--- src/rtl/pool_pkg.sv ---
// Shared types and constants for the pooling datapath.
package pool_pkg;
   localparam int         POOL_DW  = 8;
   localparam logic [4:0] PAD_ADDR = 5'd31;

   typedef enum logic [1:0] {IDLE, RUN, DRAIN, DONE} pool_state_e;
endpackage

--- src/rtl/pool_datapath_if.sv ---
// Controller/next-layer facing bus of the pooling datapath.
interface pool_datapath_if
   import pool_pkg::*;
   #(parameter int DW = POOL_DW) ();
   logic                 load_en;
   logic [4:0]           load_addr;
   logic [DW-1:0]        load_data;
   logic                 start_pool;
   logic [3:0][4:0]      address;
   logic                 in_pipe_en;
   logic                 max_avg;
   logic                 done_in;
   logic [3:0]           out_rd_addr;
   logic [DW-1:0]        out_rd_data;
   logic [3:0]           result_count;
   logic                 busy;
   logic                 pool_done;
   logic                 err;

   modport slave (
      input  load_en, load_addr, load_data, start_pool, address, in_pipe_en,
             max_avg, done_in, out_rd_addr,
      output out_rd_data, result_count, busy, pool_done, err
   );
   modport master (
      output load_en, load_addr, load_data, start_pool, address, in_pipe_en,
             max_avg, done_in, out_rd_addr,
      input  out_rd_data, result_count, busy, pool_done, err
   );
endinterface

--- src/rtl/pool_reduce4.sv ---
// Combinational 4-operand max/average reduce; padded operands are masked out.
module pool_reduce4
   import pool_pkg::*;
   #(parameter int DW = POOL_DW) (
   input  logic [3:0][DW-1:0] ops_i,
   input  logic [3:0]         mask_i,
   input  logic               max_avg_i,
   output logic [DW-1:0]      res_o,
   output logic               deg_o
);
   logic [DW+1:0] sum;
   logic [DW-1:0] mx;
   logic [2:0]    n;

   always_comb begin
      sum   = '0;
      mx    = '0;
      n     = '0;
      res_o = '0;
      deg_o = 1'b0;
      for (int i = 0; i < 4; i++) begin
         if (mask_i[i]) begin
            sum = sum + (DW+2)'(ops_i[i]);
            if (ops_i[i] > mx) mx = ops_i[i];
            n = n + 3'd1;
         end
      end
      // An empty window is degenerate in either mode; n=3 only matters for averaging.
      if (max_avg_i) begin
         res_o = mx;
         deg_o = (n == 3'd0);
      end else begin
         case (n)
            3'd4:    res_o = DW'(sum >> 2);
            3'd2:    res_o = DW'(sum >> 1);
            3'd1:    res_o = DW'(sum);
            3'd3: begin
               res_o = DW'(sum >> 2);
               deg_o = 1'b1;
            end
            default: deg_o = 1'b1;
         endcase
      end
   end
endmodule

--- src/rtl/pool_datapath.sv ---
// Pooling datapath: input buffer, 3-stage window reduce, sequential output buffer.
module pool_datapath
   import pool_pkg::*;
   #(parameter int DW        = POOL_DW,
     parameter int OUT_DEPTH = 9) (
   input logic             clk,
   input logic             nrst,
   pool_datapath_if.slave  bus
);
   localparam logic [3:0] DEPTH_C = 4'(OUT_DEPTH);

   logic [DW-1:0]        ibuf_q [31];
   logic [DW-1:0]        obuf_q [OUT_DEPTH];
   pool_state_e          state_q, state_d;
   logic [2:1]           vld_pipe_q, vld_pipe_d;
   logic [3:0][DW-1:0]   rd_ops, s1_ops_q;
   logic [3:0]           s1_mask_q;
   logic                 s1_max_q;
   logic [DW-1:0]        s2_res_q, red_res, rd_q;
   logic                 red_deg, err_q, err_d, accept, wr_en;
   logic [3:0]           cnt_q, cnt_d;

   assign accept = bus.in_pipe_en && (state_q == RUN) && !bus.start_pool;
   assign wr_en  = vld_pipe_q[2] && !bus.start_pool && (cnt_q < DEPTH_C);

   // Entry 31 is the pad slot: never stored, always reads as zero.
   always_comb begin
      rd_ops = '0;
      for (int i = 0; i < 4; i++)
         if (bus.address[i] != PAD_ADDR) rd_ops[i] = ibuf_q[bus.address[i]];
   end

   always_ff @(posedge clk) begin
      if (bus.load_en && bus.load_addr != PAD_ADDR) ibuf_q[bus.load_addr] <= bus.load_data;
      if (accept) begin
         s1_ops_q <= rd_ops;
         for (int i = 0; i < 4; i++) s1_mask_q[i] <= (bus.address[i] != PAD_ADDR);
         s1_max_q <= bus.max_avg;
      end
      if (vld_pipe_q[1]) s2_res_q <= red_res;
      if (wr_en) obuf_q[cnt_q] <= s2_res_q;
   end

   pool_reduce4 #(.DW(DW)) u_reduce (
      .ops_i     (s1_ops_q),
      .mask_i    (s1_mask_q),
      .max_avg_i (s1_max_q),
      .res_o     (red_res),
      .deg_o     (red_deg)
   );

   always_comb begin
      state_d    = state_q;
      vld_pipe_d = {vld_pipe_q[1], accept};
      cnt_d      = cnt_q;
      err_d      = err_q;
      if (vld_pipe_q[1] && red_deg) err_d = 1'b1;
      if (vld_pipe_q[2]) begin
         if (cnt_q < DEPTH_C) cnt_d = cnt_q + 4'd1;
         else                 err_d = 1'b1;
      end
      case (state_q)
         IDLE:    state_d = IDLE;
         RUN:     if (bus.done_in) state_d = DRAIN;
         // Leave once the pipeline empties at this edge, so DONE sees the final count.
         DRAIN:   if (vld_pipe_d == '0) state_d = DONE;
         DONE:    state_d = IDLE;
         default: state_d = IDLE;
      endcase
      if (bus.start_pool) begin
         state_d    = RUN;
         vld_pipe_d = '0;
         cnt_d      = '0;
         err_d      = 1'b0;
      end
   end

   always_ff @(posedge clk or negedge nrst) begin
      if (!nrst) begin
         state_q    <= IDLE;
         vld_pipe_q <= '0;
         cnt_q      <= '0;
         err_q      <= 1'b0;
         rd_q       <= '0;
      end else begin
         state_q    <= state_d;
         vld_pipe_q <= vld_pipe_d;
         cnt_q      <= cnt_d;
         err_q      <= err_d;
         rd_q       <= (bus.out_rd_addr < DEPTH_C) ? obuf_q[bus.out_rd_addr] : '0;
      end
   end

   assign bus.out_rd_data  = rd_q;
   assign bus.result_count = cnt_q;
   assign bus.busy         = (state_q != IDLE);
   assign bus.pool_done    = (state_q == DONE);
   assign bus.err          = err_q;
endmodule

--- src/flat_wrapper.sv ---
// flat-port wrapper written by rule: the top's interface ports become plain ports
module pool_datapath_flat import pool_pkg::*;
#(parameter int DW        = POOL_DW,
     parameter int OUT_DEPTH = 9)
  (clk, nrst, bus_load_en, bus_load_addr, bus_load_data, bus_start_pool, bus_address, bus_in_pipe_en, bus_max_avg, bus_done_in, bus_out_rd_addr, bus_out_rd_data, bus_result_count, bus_busy, bus_pool_done, bus_err);
  pool_datapath_if #(.DW(DW)) bus_i ();
  input logic clk;
  input logic nrst;
  input wire logic [$bits(bus_i.load_en)-1:0] bus_load_en;
  input wire logic [$bits(bus_i.load_addr)-1:0] bus_load_addr;
  input wire logic [$bits(bus_i.load_data)-1:0] bus_load_data;
  input wire logic [$bits(bus_i.start_pool)-1:0] bus_start_pool;
  input wire logic [$bits(bus_i.address)-1:0] bus_address;
  input wire logic [$bits(bus_i.in_pipe_en)-1:0] bus_in_pipe_en;
  input wire logic [$bits(bus_i.max_avg)-1:0] bus_max_avg;
  input wire logic [$bits(bus_i.done_in)-1:0] bus_done_in;
  input wire logic [$bits(bus_i.out_rd_addr)-1:0] bus_out_rd_addr;
  output wire logic [$bits(bus_i.out_rd_data)-1:0] bus_out_rd_data;
  output wire logic [$bits(bus_i.result_count)-1:0] bus_result_count;
  output wire logic [$bits(bus_i.busy)-1:0] bus_busy;
  output wire logic [$bits(bus_i.pool_done)-1:0] bus_pool_done;
  output wire logic [$bits(bus_i.err)-1:0] bus_err;
  assign bus_i.load_en = bus_load_en;
  assign bus_i.load_addr = bus_load_addr;
  assign bus_i.load_data = bus_load_data;
  assign bus_i.start_pool = bus_start_pool;
  assign bus_i.address = bus_address;
  assign bus_i.in_pipe_en = bus_in_pipe_en;
  assign bus_i.max_avg = bus_max_avg;
  assign bus_i.done_in = bus_done_in;
  assign bus_i.out_rd_addr = bus_out_rd_addr;
  assign bus_out_rd_data = bus_i.out_rd_data;
  assign bus_result_count = bus_i.result_count;
  assign bus_busy = bus_i.busy;
  assign bus_pool_done = bus_i.pool_done;
  assign bus_err = bus_i.err;
  pool_datapath #(.DW(DW), .OUT_DEPTH(OUT_DEPTH)) u_core (.clk(clk), .nrst(nrst), .bus(bus_i));
endmodule
--- config.mk ---
export PLATFORM = sky130hd
export DESIGN_NAME = pool_datapath_flat
export DESIGN_NICKNAME = d
export VERILOG_FILES = /design/src/rtl/pool_pkg.sv /design/src/rtl/pool_datapath_if.sv /design/src/rtl/pool_reduce4.sv /design/src/rtl/pool_datapath.sv /design/src/flat_wrapper.sv
export SDC_FILE = /design/constraint.sdc
export NUM_CORES = 1
export LEC_CHECK = 0
export BUFFER_PORTS_ARGS = -buffer_cell sky130_fd_sc_hd__buf_2
export CAP_MARGIN = 5
export CORE_ASPECT_RATIO = 1.25
export CORE_UTILIZATION = 52
export CTS_CLUSTER_DIAMETER = 100
export DETAILED_ROUTE_END_ITERATION = 10
export PLACE_DENSITY = 0.74
export SYNTH_ARGS = -nofsm -noshare
export SYNTH_HDL_FRONTEND = slang
export SYNTH_SLANG_ARGS = --single-unit
--- constraint.sdc ---
create_clock -name clk -period 5.3 [get_ports clk]
set_clock_uncertainty 0.1 [all_clocks]
set_input_delay 1.06 -clock clk [delete_from_list [all_inputs] [get_ports clk]]
set_output_delay 1.06 -clock clk [all_outputs]
set_load 0.05 [all_outputs]
==> summary.md <==
| Metric | Value |
|---|---|
| Final hold slack | roughly 330 ps |
| Syn Area/Cell | roughly 16 um^2 |
| Final period util | 101% |
| Critical Path Sink | u_core.s2_res_q[7] |
| Slowest cell on the critical path | edfxtp_1 |
| Total vias in the final route | roughly 15000 |
| DRC marker count from the first detailed-route iteration | approximately 1800 |
| Reg-to-Reg Start | u_core.s1_mask_q[0] |
| Global route overflow | 0 |
| Worst-margin pin slew | 1380 ps |
| Register bit total from synthesis | 382 |
| Drt wl/cell | between 20 and 30 um |
| Global Route Usage Sum | between 20% and 30% |
| Register area share after synthesis | around half |
| CP startpoint | u_core.s1_mask_q[0] |
| Clk pin slew, worst setup/hold paths | 60 ps |
| Via density | about 6.9 |
| Routability Congestion | a little under 0.9 |
| Most frequent CP cell | ha_4 |
| Initial core utilization | between 50% and 60% |
| Netlist Area Pre-Place | ~23000 um^2 |
| Port buffer count | 58 |
| Core ar. | ~44000 um^2 |
| Yosys warns | 0 |
| Largest net degree at the start of global routing | between 40 and 50 |
| Crit Path Max Fanout | 7 |
| Startpoint Class | flop |
| Chip Height | 239 um |
| First-pass GRT wire length | 92.9 mm |
| Failing checks | negative setup slack |
| FP Rows | between 80 and 90 |
| Antenna Nets Post-Route | 0 |
| Die width | approximately 190 um |
| Mapped Cells | roughly 1500 |
| CTS Sinks | approximately 380 |
| RSZ-0062 raised after global routing | true |
| H-tree Lvls | 2 |
| F_max | 0.187 GHz |
| # placed instances | 2104 |
| Setup-failing EPs final | 8 |
| DP Area | approximately 25000 um^2 |
| Die footprint | 45600 um^2 |
| Total CTS buffers | 40 |
| R2R cell count | 26 |
| Clk buf depth | 3 |
| Slew Limit Headroom | 7.47% |
| Drt pass-1 iters | 5 |
| Final Hold Vio Count | 0 |
| Ant. Diodes | 0 |
| Maximum vdd ir drop | ~0.33 mV |
| Netlist cell types | slightly above 80 |
| IO Pins | 59 |
| Critical Path AT | around 5600 ps |
| Antenna violations before repair | 1 |
| Vias in the first global route | between 15000 and 20000 |
| Fraction of registers with async set/reset | 4.45% |
| Fraction of layout cells with a size suffix above 1 | 36.5% |
| DPL Wire Length | 42.3 mm |
| Minimum clock period | approximately 5400 ps |
| Worst min-delay path class | in -> async |
| Worst reg2reg path endpoint | u_core.s2_res_q[7] |
| Flop2flop setup slack | -60 ps |
| Max_cap viols | 0 |
| CTS tree | done |
| Post-synth EDFFs | around 370 |
| Status | finished with violations |
| WP data required | ~5500 ps |
| Worst-Skew Late Latency | between 500 and 600 ps |
| Worst Setup End Kind | flop |
| Root Buffer Master | clkbuf_16 |
| Fin area | 26400 um^2 |
| NumNets Final | around 1700 |
| Leakage power | about 0.0092 uW |
| Fin cells | around 2200 |
| Primary FF master, synth | edfxtp_1 |
| Syn Nets | about 1600 |
| Crit path largest cell delay | between 400 and 500 ps |
| Critical path class | reg -> reg |
| Drt total wl | ~62 mm |
| Fin. max-slew vios | 0 |
| Power Dens Cells | roughly 320 nW/um^2 |
| Area Overhead vs Synth | 13.4% |
| DR DRC count | 0 |
| Final setup margin | -61.1 ps |
==> layer usage <==
metal | vias to the layer above | wire [um] | track usage (%)
met5 | - | 11 | 0
met4 | 2 | 3330 | 14.6
met3 | 218 | 5600 | 4.90
met2 | 924 | 32300 | 48.3
met1 | 7608 | 20700 | 33.5
li1 | 6327 | - | -
==> timing repair <==
item | in CTS | in global routing
setup endpoints to repair | 8 | 8
gates cloned | 0 | 0
hold buffers | 0 | 0
resized for setup | 19 | 19
setup buffers | 8 | 2
pin swaps | 9 | 9
==> power breakdown <==
| part | leakage (uW) | total (uW) | switching [uW] | internal [uW] |
|---|---|---|---|---|
| combinational | 0.00506 | 2040 | 1070 | 979 |
| sequential | 0.00351 | 3500 | 81.3 | 3420 |
| clock | 0.000660 | 2900 | 1160 | 1740 |
==> area by class of cell <==
type	count	area (um^2)
Fill cell	3263	17700
Timing Repair Buffer	169	1190
Clock buffer	48	1070
Tap cell	572	716
Clock inverter	24	290
Inverter	47	176
Sequential cell	382	11400
Multi-Input combinational cell	944	11600
==> cells in the final DEF, fill, tap and decap left out, drive strengths merged, types with 7 or more instances in the layout <==
cell type / n
o21ai: 74
xnor2: 11
mux2: 14
ha: 61
nand2: 87
clkbuf: 48
nand3: 14
nor2b: 10
nand2b: 9
mux2i: 84
a22oi: 7
nor2: 109
a21o: 11
clkinv: 14
edfxtp: 365
a211oi: 10
inv: 49
and2: 15
buf: 169
o21a: 8
mux4: 304
nor3: 7
a21oi: 26
dfrtp: 17
==> state kept, by name (all words and copies together) (netlist names), 4 cells and up <==
signal                   flops
u_core.bus.out_rd_data       8
u_core.bus.result_count      4
u_core.ibuf_q              248
u_core.obuf_q               72
u_core.s1_mask_q             4
u_core.s1_ops_q             32
u_core.s2_res_q              8
==> critical path: cells and delay by family, from the launching register on <==
| family | cells | cell delay (ps) |
|---|---|---|
| fa+ha+maj | 3 | 690 |
| buf+inv | 3 | 370 |
| simple gates | 10 | 1470 |
| mux | 2 | 620 |
| flops | 1 | 450 |
| compound gates | 8 | 1430 |
==> Yosys cell counts, drive strengths merged, types with 6 or more instances <==
cell type,number,area [um^2]
mux4,304,6850
nor2,109,409
a211oi,10,80.1
buf,41,184
nand3,14,70.1
mux2,14,161
dfrtp,17,425
clkbuf,57,214
nor3,7,35.0
a21oi,26,134
o21a,8,60.1
inv,46,173
ha,61,763
a22oi,7,52.6
xnor2,11,104
mux2i,84,841
and2,15,93.8
nand2,87,334
a21o,11,82.6
nor2b,10,62.6
edfxtp,365,11000
nand2b,9,56.3
nand4,6,37.5
o21ai,74,370
==> metrics by stage <==
stage | utilization, % | setup WS (ps) | power [uW] | setup TNS (ps)
floorplan | - | -10.4 | 4850 | -34.5
global placement | 56.1 | -82.2 | 5440 | -345
detailed placement | 56.1 | -237 | 5490 | -1490
CTS | 59.5 | 2.89 | 8410 | 0
global route | 59.8 | -286 | 8760 | -2180
finish | 59.8 | -61.1 | 8450 | -296
==> worst min path at each step <==
stage | to | slack [ps] | cells after the start
after global placement | u_core.bus.out_rd_data[1] | 340 | 2
final | u_core.state_q[1] | 330 | 1
after CTS | u_core.state_q[1] | 330 | 1
after detailed placement | u_core.bus.out_rd_data[1] | 340 | 2
after floorplan | u_core.bus.out_rd_data[0] | 330 | 2
after global routing | u_core.state_q[1] | 350 | 1
==> cells by family (layout without fill, tap and decap cells) <==
logic type      Yosys count  count (layout)  synth area share, %
xor+xnor                 17              17                0.731
buf+inv                 145             288                 2.47
fa+ha+maj                64              64                 3.54
mux                     402             402                 33.7
simple gates            277             277                 5.40
compound gates          184             184                 5.23
flops                   382             382                 48.9
Power figures use the tool's default switching activity.
